$ cat src/rtl/vga_plot_sink.sv
// Plot-bus snooper: clips plot requests to the screen, queues accepted pixels
// and writes them to an external synchronous-read framebuffer, with a read-back port.
module vga_plot_sink #(
  parameter int unsigned SCREEN_W   = 160,
  parameter int unsigned SCREEN_H   = 120,
  parameter int unsigned FIFO_DEPTH = 4
) (
  input  logic        CLOCK_50,
  input  logic        resetn,
  input  logic [7:0]  VGA_X,
  input  logic [6:0]  VGA_Y,
  input  logic [2:0]  VGA_COLOUR,
  input  logic        VGA_PLOT,
  output logic        fifo_full,
  output logic        overflow,
  output logic [7:0]  clip_count,
  output logic [15:0] plot_count,
  output logic [14:0] fb_addr,
  output logic [2:0]  fb_wdata,
  output logic        fb_we,
  output logic        fb_re,
  input  logic [2:0]  fb_rdata,
  input  logic        rd_req,
  input  logic [7:0]  rd_x,
  input  logic [6:0]  rd_y,
  output logic        rd_ready,
  output logic        rd_valid,
  output logic [2:0]  rd_colour
);

  localparam int unsigned AW = (FIFO_DEPTH > 1) ? $clog2(FIFO_DEPTH) : 1;
  localparam int unsigned CW = AW + 1;
  localparam logic [CW-1:0] DEPTH_C = CW'(FIFO_DEPTH);

  typedef enum logic [1:0] {
    S_IDLE,
    S_WR,
    S_RD_ISSUE,
    S_RD_WAIT
  } state_t;

  state_t        state_q, state_d;
  logic [17:0]   mem_q [FIFO_DEPTH];
  logic [AW-1:0] wr_ptr_q, wr_ptr_d;
  logic [AW-1:0] rd_ptr_q, rd_ptr_d;
  logic [CW-1:0] count_q, count_d;
  logic          fb_we_q, fb_we_d;
  logic          fb_re_q, fb_re_d;
  logic [14:0]   fb_addr_q, fb_addr_d;
  logic [2:0]    fb_wdata_q, fb_wdata_d;
  logic          rd_valid_q, rd_valid_d;
  logic [2:0]    rd_colour_q, rd_colour_d;
  logic          rd_clip_q, rd_clip_d;
  logic          overflow_q, overflow_d;
  logic [7:0]    clip_cnt_q, clip_cnt_d;
  logic [15:0]   plot_cnt_q, plot_cnt_d;

  logic          plot_in_range, rd_in_range;
  logic          full, empty, push, pop;
  logic [17:0]   head;

  // y*160 + x as two shifts and an add; max 19199 fits in 15 bits
  function automatic logic [14:0] pix_addr(input logic [7:0] x, input logic [6:0] y);
    logic [14:0] yy;
    yy = {8'b0, y};
    return (yy << 7) + (yy << 5) + {7'b0, x};
  endfunction

  assign plot_in_range = (32'(VGA_X) < SCREEN_W) && (32'(VGA_Y) < SCREEN_H);
  assign rd_in_range   = (32'(rd_x) < SCREEN_W) && (32'(rd_y) < SCREEN_H);
  assign full          = (count_q == DEPTH_C);
  assign empty         = (count_q == '0);
  // Capture judges fullness on pre-edge occupancy, so a same-edge pop never rescues a push
  assign push          = VGA_PLOT && plot_in_range && !full;
  assign head          = mem_q[rd_ptr_q];

  always_ff @(posedge CLOCK_50) begin
    if (push) begin
      mem_q[wr_ptr_q] <= {VGA_X, VGA_Y, VGA_COLOUR};
    end
  end

  always_comb begin
    state_d     = state_q;
    fb_we_d     = 1'b0;
    fb_re_d     = 1'b0;
    fb_addr_d   = fb_addr_q;
    fb_wdata_d  = fb_wdata_q;
    rd_valid_d  = 1'b0;
    rd_colour_d = rd_colour_q;
    rd_clip_d   = rd_clip_q;
    plot_cnt_d  = plot_cnt_q;
    pop         = 1'b0;

    case (state_q)
      S_IDLE: begin
        if (rd_req) begin
          state_d   = S_RD_ISSUE;
          rd_clip_d = !rd_in_range;
          if (rd_in_range) begin
            fb_re_d   = 1'b1;
            fb_addr_d = pix_addr(rd_x, rd_y);
          end
        end else if (!empty) begin
          pop        = 1'b1;
          state_d    = S_WR;
          fb_we_d    = 1'b1;
          fb_addr_d  = pix_addr(head[17:10], head[9:3]);
          fb_wdata_d = head[2:0];
        end
      end
      S_WR: begin
        if (plot_cnt_q != '1) begin
          plot_cnt_d = plot_cnt_q + 16'd1;
        end
        state_d = S_IDLE;
      end
      S_RD_ISSUE: begin
        state_d = S_RD_WAIT;
      end
      S_RD_WAIT: begin
        rd_colour_d = rd_clip_q ? '0 : fb_rdata;
        rd_valid_d  = 1'b1;
        state_d     = S_IDLE;
      end
      default: begin
        state_d = S_IDLE;
      end
    endcase
  end

  always_comb begin
    wr_ptr_d   = push ? wr_ptr_q + AW'(1) : wr_ptr_q;
    rd_ptr_d   = pop  ? rd_ptr_q + AW'(1) : rd_ptr_q;
    count_d    = count_q + CW'(push) - CW'(pop);
    overflow_d = overflow_q | (VGA_PLOT && plot_in_range && full);
    clip_cnt_d = clip_cnt_q;
    if (VGA_PLOT && !plot_in_range && (clip_cnt_q != '1)) begin
      clip_cnt_d = clip_cnt_q + 8'd1;
    end
  end

  always_ff @(posedge CLOCK_50 or negedge resetn) begin
    if (!resetn) begin
      state_q     <= S_IDLE;
      wr_ptr_q    <= '0;
      rd_ptr_q    <= '0;
      count_q     <= '0;
      fb_we_q     <= 1'b0;
      fb_re_q     <= 1'b0;
      fb_addr_q   <= '0;
      fb_wdata_q  <= '0;
      rd_valid_q  <= 1'b0;
      rd_colour_q <= '0;
      rd_clip_q   <= 1'b0;
      overflow_q  <= 1'b0;
      clip_cnt_q  <= '0;
      plot_cnt_q  <= '0;
    end else begin
      state_q     <= state_d;
      wr_ptr_q    <= wr_ptr_d;
      rd_ptr_q    <= rd_ptr_d;
      count_q     <= count_d;
      fb_we_q     <= fb_we_d;
      fb_re_q     <= fb_re_d;
      fb_addr_q   <= fb_addr_d;
      fb_wdata_q  <= fb_wdata_d;
      rd_valid_q  <= rd_valid_d;
      rd_colour_q <= rd_colour_d;
      rd_clip_q   <= rd_clip_d;
      overflow_q  <= overflow_d;
      clip_cnt_q  <= clip_cnt_d;
      plot_cnt_q  <= plot_cnt_d;
    end
  end

  // Gated by resetn so every output reads 0 while reset is held
  assign rd_ready   = resetn && (state_q == S_IDLE);
  assign fifo_full  = full;
  assign overflow   = overflow_q;
  assign clip_count = clip_cnt_q;
  assign plot_count = plot_cnt_q;
  assign fb_addr    = fb_addr_q;
  assign fb_wdata   = fb_wdata_q;
  assign fb_we      = fb_we_q;
  assign fb_re      = fb_re_q;
  assign rd_valid   = rd_valid_q;
  assign rd_colour  = rd_colour_q;

endmodule

$ cat config.mk
export PLATFORM = sky130hd
export DESIGN_NAME = vga_plot_sink
export DESIGN_NICKNAME = d
export VERILOG_FILES = /design/src/rtl/vga_plot_sink.sv
export SDC_FILE = /design/constraint.sdc
export NUM_CORES = 1
export LEC_CHECK = 0
export CAP_MARGIN = 20
export CORE_ASPECT_RATIO = 0.9
export CORE_MARGIN = 5
export CORE_UTILIZATION = 54
export DETAILED_ROUTE_END_ITERATION = 16
export GPL_ROUTABILITY_DRIVEN = 0
export PLACE_DENSITY = 0.77
export SLEW_MARGIN = 15
export SYNTH_ARGS = -nofsm -noshare
export SYNTH_HDL_FRONTEND = slang
export SYNTH_SLANG_ARGS = --single-unit
$ cat constraint.sdc
create_clock -name CLOCK_50 -period 4 [get_ports CLOCK_50]
set_input_delay 0.6 -clock CLOCK_50 [delete_from_list [all_inputs] [get_ports CLOCK_50]]
set_output_delay 0.6 -clock CLOCK_50 [all_outputs]
set_load 0.005 [all_outputs]
==> flow_summary.toml, run 1 <==
[final_layout]
diodes = 0
layout.nets = 615
syn2layout_area_growth_pct = 28.21
drive_gt1_share_pct = 14.21

[place]
portBuffers = 90
post-place-ws_ns = 0.6634
dp_hpwl_um = 8319

[drt]
wl_per_cell_um = 16.97
dr.pass1.iters = 5
avgViaCountPerCell = 5.347
drtIter0Drc = 252
routed_wl_um = 11900
ant_nets = 0
vias = 3748
drc = 0

[synth]
synth_area_per_cell_um2 = 14.27
synth_top_area_share_pct = 35.66
synth_compound_area_share_pct = 4.932
synth_sequential_area_ratio_pct = 60.01
syn_area_mm2 = 0.006063
synthXorXnorAreaFrac_pct = 5.056
synth-adder-area-share_pct = 8.667
syn-num-nets = 504
synthCells = 425
synth-simple-area-share_pct = 8.915
synth_edf_count = 72
yosysTopAreaCell = "edfxtp_1"
yosysWarnings = 0
yosys-top-cells-count = "edfxtp_1 (72), dfrtp_1 (59), ha_1 (34), nand2_1 (33)"
synth-seq-cells = 131
synth_top_family_by_area = "multiplexers"
yosysMostFrequentCell = "edfxtp_1"
yosysUniqueCellTypes = 49
synthMuxAreaShare_pct = 9.802
async_flop_share_pct = 45.04
synth_ff_type = "edfxtp_1"
synth_area_leaders = "edfxtp_1 (36%), dfrtp_1 (24%), ha_1 (7.0%)"

[timing]
finalMaxSlewViolations = 0
hold_violations = 0
period_share_pct = 82.70
relSlewSlack_pct = 49.05
grt_setup_unrepaired = "no"
max_freq_ghz = 0.3023
finalSetupViolCount = 0
finClkSkew_ns = 0.01111
tightest_slew_ns = 0.7642
final.setup.worst_slack_ns = 0.6919
fin_crit_ns = 3.308
tns_ns = 0

[clock_tree]
clk_pin_slew_ns = 0.06
clockBufferDepth = 2
cts.sinks = 131
htree_num_levels = 4
clk_latency_ns = 0.41
ctsResizeCount = 0
cts_setup_buffers = 0
cts_tree = "built"
cts_inserted_buffers = 17
cts_hold_buf = 0
clock_tree.root_cell = "clkbuf_16"

[setup_path]
critical_path.most_common_cell = "ha_1"
crit_family = "adder cells"
endpoint_kind = "flop"
slowest_stage = "dfrtp_1"
worstPathMaxFanout = 11
worstPathRequired_ns = 4.29
critPathBufInv = 0
slowest_delay_ns = 0.75
reg2reg_setup_slack_ns = 0.69
cp_cell_sequence = "mux4_2 -> ha_1 -> ha_1 -> fa_1 -> a21o_1 -> a21oi_1 -> xor2_1 -> mux2i_1 -> mux2_2"
cp.arrival_ns = 3.60
start_kind = "flop"
path_class = "flop to flop"

[floorplanning]
core_area_mm2 = 0.01090
num_io_pins = 91
core.rowCount = 36
dieArea_mm2 = 0.01345
initial_utilization_pct = 55.62
die_w_um = 121.7
die_h_um = 110.5

[global_route]
grt_overflow_total = 0
antenna_found_initial = 0
grt_pass1_vias = 4012
grt_max_degree = 60
grtUsageTotal_pct = 19.23
grt_pass1_wl_um = 20330

[outcome]
outcome = "complete, no violations"

[pwr]
p_per_area_mw_per_mm2 = 742.3
p_total_mw = 5.770
peakVddDrop_uv = 452.7
leakagePower_nw = 3.114

[flow_run]
maxCapViolCount = 0

[worst_hold_path]
hp-class = "primary input to async pin"
## power breakdown
| group | switching [mW] | internal [mW] |
|---|---|---|
| Sequential | 0.265 | 1.75 |
| Clock | 0.583 | 0.989 |
| Combinational | 1.01 | 1.17 |
## sequential cells by signal, indices dropped and copies added, names as in the netlist
name        cells
rd_valid        1
fb_wdata        3
fb_we           1
wr_ptr_q        2
state_q         2
overflow        1
mem_q          72
count_q         3
rd_clip_q       1
plot_count     16
fb_re           1
clip_count      8
fb_addr        15
rd_ptr_q        2
rd_colour       3
## cell families after synthesis
family / count (synthesis)
xor+xnor: 35
flops: 131
buf+inv: 33
fa+ha+maj: 39
mux: 36
compound gates: 50
simple gates: 101
## final timing paths
check | start | end | depth (start not counted)
worst min-delay path | resetn | plot_count[7]$_DFFE_PN0P_ | 2
worst max-delay path | rd_ptr_q[0]$_DFFE_PN0P_ | fb_addr[10]$_DFFE_PN0P_ | 9
worst max register to register | rd_ptr_q[0]$_DFFE_PN0P_ | fb_addr[10]$_DFFE_PN0P_ | 9
worst min register to register | overflow$_DFF_PN0_ | overflow$_DFF_PN0_ | 1
min in group CLOCK_50 | overflow$_DFF_PN0_ | overflow$_DFF_PN0_ | 1
max in group asynchronous | resetn | plot_count[4]$_DFFE_PN0P_ | 2
## routing by layer
metal	vias to the layer above	GRT usage [%]	wire length (µm)	share of wire, %
li1	1790	-	-	-
met1	1830	26.30	5272	44
met2	118	29.69	5697	48
met3	10	5.982	791	6.6
met4	0	5.751	136	1.1
met5	-	0	0	0
## stage by stage
stage | area [µm²] | instances | hold slack, ns | utilization [%]
after global routing | 7774 | 701 | 0.4607 | 71.32
final | 7774 | 701 | 0.3751 | 71.32
after global placement | 7168 | 669 | 0.4518 | 65.76
after floorplan | 6063 | 425 | 0.3044 | -
after detailed placement | 7168 | 669 | 0.4585 | 65.76
after CTS | 7774 | 701 | 0.4062 | 71.32
## placed cells by master, fill, tap and decap left out, types with 4 or more instances in the layout
master,instances
clkdlybuf4s50_1,89
o21ai_0,21
dfrtp_1,59
inv_6,4
nand3_1,10
fa_1,5
mux4_2,18
and2_1,4
xor2_1,14
mux2_2,7
xnor2_1,21
nand2b_1,4
nor2_2,4
edfxtp_1,72
buf_4,12
nor3_1,4
a21oi_1,11
nor3b_1,4
clkbuf_16,17
a21o_1,4
mux2i_1,11
nand4_1,12
ha_1,34
nor2_1,13
inv_1,21
nand2_1,33
## area by class of cell
| type | count | area [µm²] |
|---|---|---|
| Clock inverter | 14 | 176.4 |
| Inverter | 23 | 87.58 |
| Tap cell | 152 | 190.2 |
| Multi-Input combinational cell | 261 | 2266 |
| Fill cell | 771 | 3127 |
| Clock buffer | 18 | 429.2 |
| Timing Repair Buffer | 102 | 985.9 |
| Sequential cell | 131 | 3638 |
Note: power is estimated with default switching activity, not from simulation.
==> run 2, diff against run 1 <==
==> constraint.sdc (replaced) <==
create_clock -name CLOCK_50 -period 3.2 [get_ports CLOCK_50]
set_input_delay 0.48 -clock CLOCK_50 [delete_from_list [all_inputs] [get_ports CLOCK_50]]
set_output_delay 0.48 -clock CLOCK_50 [all_outputs]
set_load 0.005 [all_outputs]
==> flow_summary.toml, run 2 (same netlist as run 1, synthesis figures left out) <==
[final_layout]
layout.cells.non_filler = 711
final_cell_mix = "clkdlybuf4s50_1 (89), edfxtp_1 (72), dfrtp_1 (58)"
drive_gt1_share_pct = 15.56
fin_util_pct = 72.21
diodes = 0
syn2layout_area_growth_pct = 29.82
layout.nets = 625
final_common_cell = "clkdlybuf4s50_1"
largest_register_ffs = 72
largest_register = "mem_q"

[floorplanning]
die_h_um = 110.5
core.rowCount = 36
initial_utilization_pct = 55.62
die_w_um = 121.7
dieArea_mm2 = 0.01345
core_area_mm2 = 0.01090
num_io_pins = 91

[clock_tree]
cts.sinks = 131
cts_inserted_buffers = 17
htree_num_levels = 4
clk_pin_slew_ns = 0.06
clk_latency_ns = 0.41
cts_tree = "built"
clock_tree.root_cell = "clkbuf_16"
clockBufferDepth = 2

[global_route]
antenna_found_initial = 0
grtUsageTotal_pct = 19.95
grt_pass1_vias = 4052
grt_pass1_wl_um = 20960
grt_max_degree = 60
grt_overflow_total = 0

[setup_path]
critPathBufInv = 3
crit_family = "adder cells"
endpoint_kind = "flop"
path_class = "flop to flop"
worstPathRequired_ns = 3.50
cp.arrival_ns = 3.33
cp_cell_sequence = "buf_4 -> mux4_2 -> inv_1 -> fa_1 -> inv_1 -> fa_1 -> a21o_1 -> a21oi_1 -> xor2_1 -> mux2i_1 -> mux2_2"
slowest_delay_ns = 0.53
worstPathMaxFanout = 7
slowest_stage = "fa_1"
start_kind = "flop"

[pwr]
pwr-share-seq_pct = 33.8
switchingPower_mw = 2.313
power_frac_comb_pct = 38.9
netSwitchingFraction_pct = 31.41
p_clk_share_pct = 27.3
p_per_area_mw_per_mm2 = 935.8
p_int_mw = 5.053
peakVddDrop_uv = 457.9
leakagePower_nw = 3.181

[timing]
period_share_pct = 94.84
timing.hold.ws_ns = 0.2555
grt_setup_unrepaired = "no"
tightest_slew_ns = 0.7623
fin_crit_ns = 3.035
finalSetupViolCount = 0
max_freq_ghz = 0.3295
relSlewSlack_pct = 49.18
tns_ns = 0
finClkSkew_ns = 0.01053
finalMaxSlewViolations = 0
final.setup.worst_slack_ns = 0.1652
hold_violations = 0

[place]
portBuffers = 90
dp_hpwl_um = 8536
post-place-ws_ns = -0.03800
dp_cells = 677

[drt]
avgViaCountPerCell = 5.336
ant_nets = 0
drtIter0Drc = 277
routed_wl_um = 12220
drc = 0
wl_per_cell_um = 17.19
vias = 3794
dr.pass1.iters = 4

[outcome]
outcome = "complete, no violations"

[worst_hold_path]
hp-class = "primary input to async pin"

[flow_run]
maxCapViolCount = 0
[run 2: cell types whose count changed in the layout (fill, tap and decap cells not counted), sizes merged]
cell	before	now
buf	13	23
inv	27	22
clkbuf	18	22
clkinv	4	7
clkinvlp	3	0
bufinv	3	4
[run 2: stage by stage]
stage	instance area [µm²]	total power, mW
finish	7871	7.366
global route	7871	7.903
CTS	7848	7.393
detailed placement	7228	5.325
global placement	7228	5.225
floorplan	6066	4.267
[run 2: final cells by class]
cell class	instances	area [µm²]
Clock buffer	22	464.2
Clock inverter	10	155.1
Fill cell	750	3029
Inverter	23	87.58
Multi-Input combinational cell	261	2270
Sequential cell	131	3640
Tap cell	152	190.2
Timing Repair Buffer	112	1065
[run 2: routing by layer]
layer | vias to the layer above | GRT usage [%] | wire length [µm]
li1 | 1819 | - | -
met1 | 1868 | 27.33 | 5456
met2 | 98 | 31.16 | 5957
met3 | 9 | 5.419 | 679
met4 | 0 | 6.273 | 126
met5 | - | 0 | 0
[run 2: power by group through the flow]
stage	Sequential, mW	Clock (mW)	Combinational [mW]
4_1_cts	2.50	2.04	2.85
2_1_floorplan	2.44	0	1.82
6_report	2.49	2.01	2.86
3_5_place_dp	2.52	0	2.80
5_1_grt	2.55	2.13	3.23
3_3_place_gp	2.50	0	2.73
[run 2: path summary, 6_finish.rpt]
| kind | startpoint | end | slack [ns] | depth (start not counted) |
|---|---|---|---|---|
| worst max register to register | rd_ptr_q[0]$_DFFE_PN0P_ | fb_addr[10]$_DFFE_PN0P_ | 0.17 | 11 |
| max in group asynchronous | resetn | rd_ptr_q[0]$_DFFE_PN0P_ | 2.41 | 2 |
| worst max-delay path | rd_ptr_q[0]$_DFFE_PN0P_ | fb_addr[10]$_DFFE_PN0P_ | 0.17 | 11 |
| worst min register to register | overflow$_DFF_PN0_ | overflow$_DFF_PN0_ | 0.47 | 1 |
| min in group CLOCK_50 | overflow$_DFF_PN0_ | overflow$_DFF_PN0_ | 0.47 | 1 |
| worst min-delay path | resetn | plot_count[15]$_DFFE_PN0P_ | 0.26 | 2 |
[run 2: timing repair]
item | 4_1_cts | 5_1_grt
setup buffers | 0 | 2
setup endpoints to repair | 0 | 5
hold buffers | 0 | 0
gates resized for setup | 0 | 3
hold endpoints to repair | 0 | 0
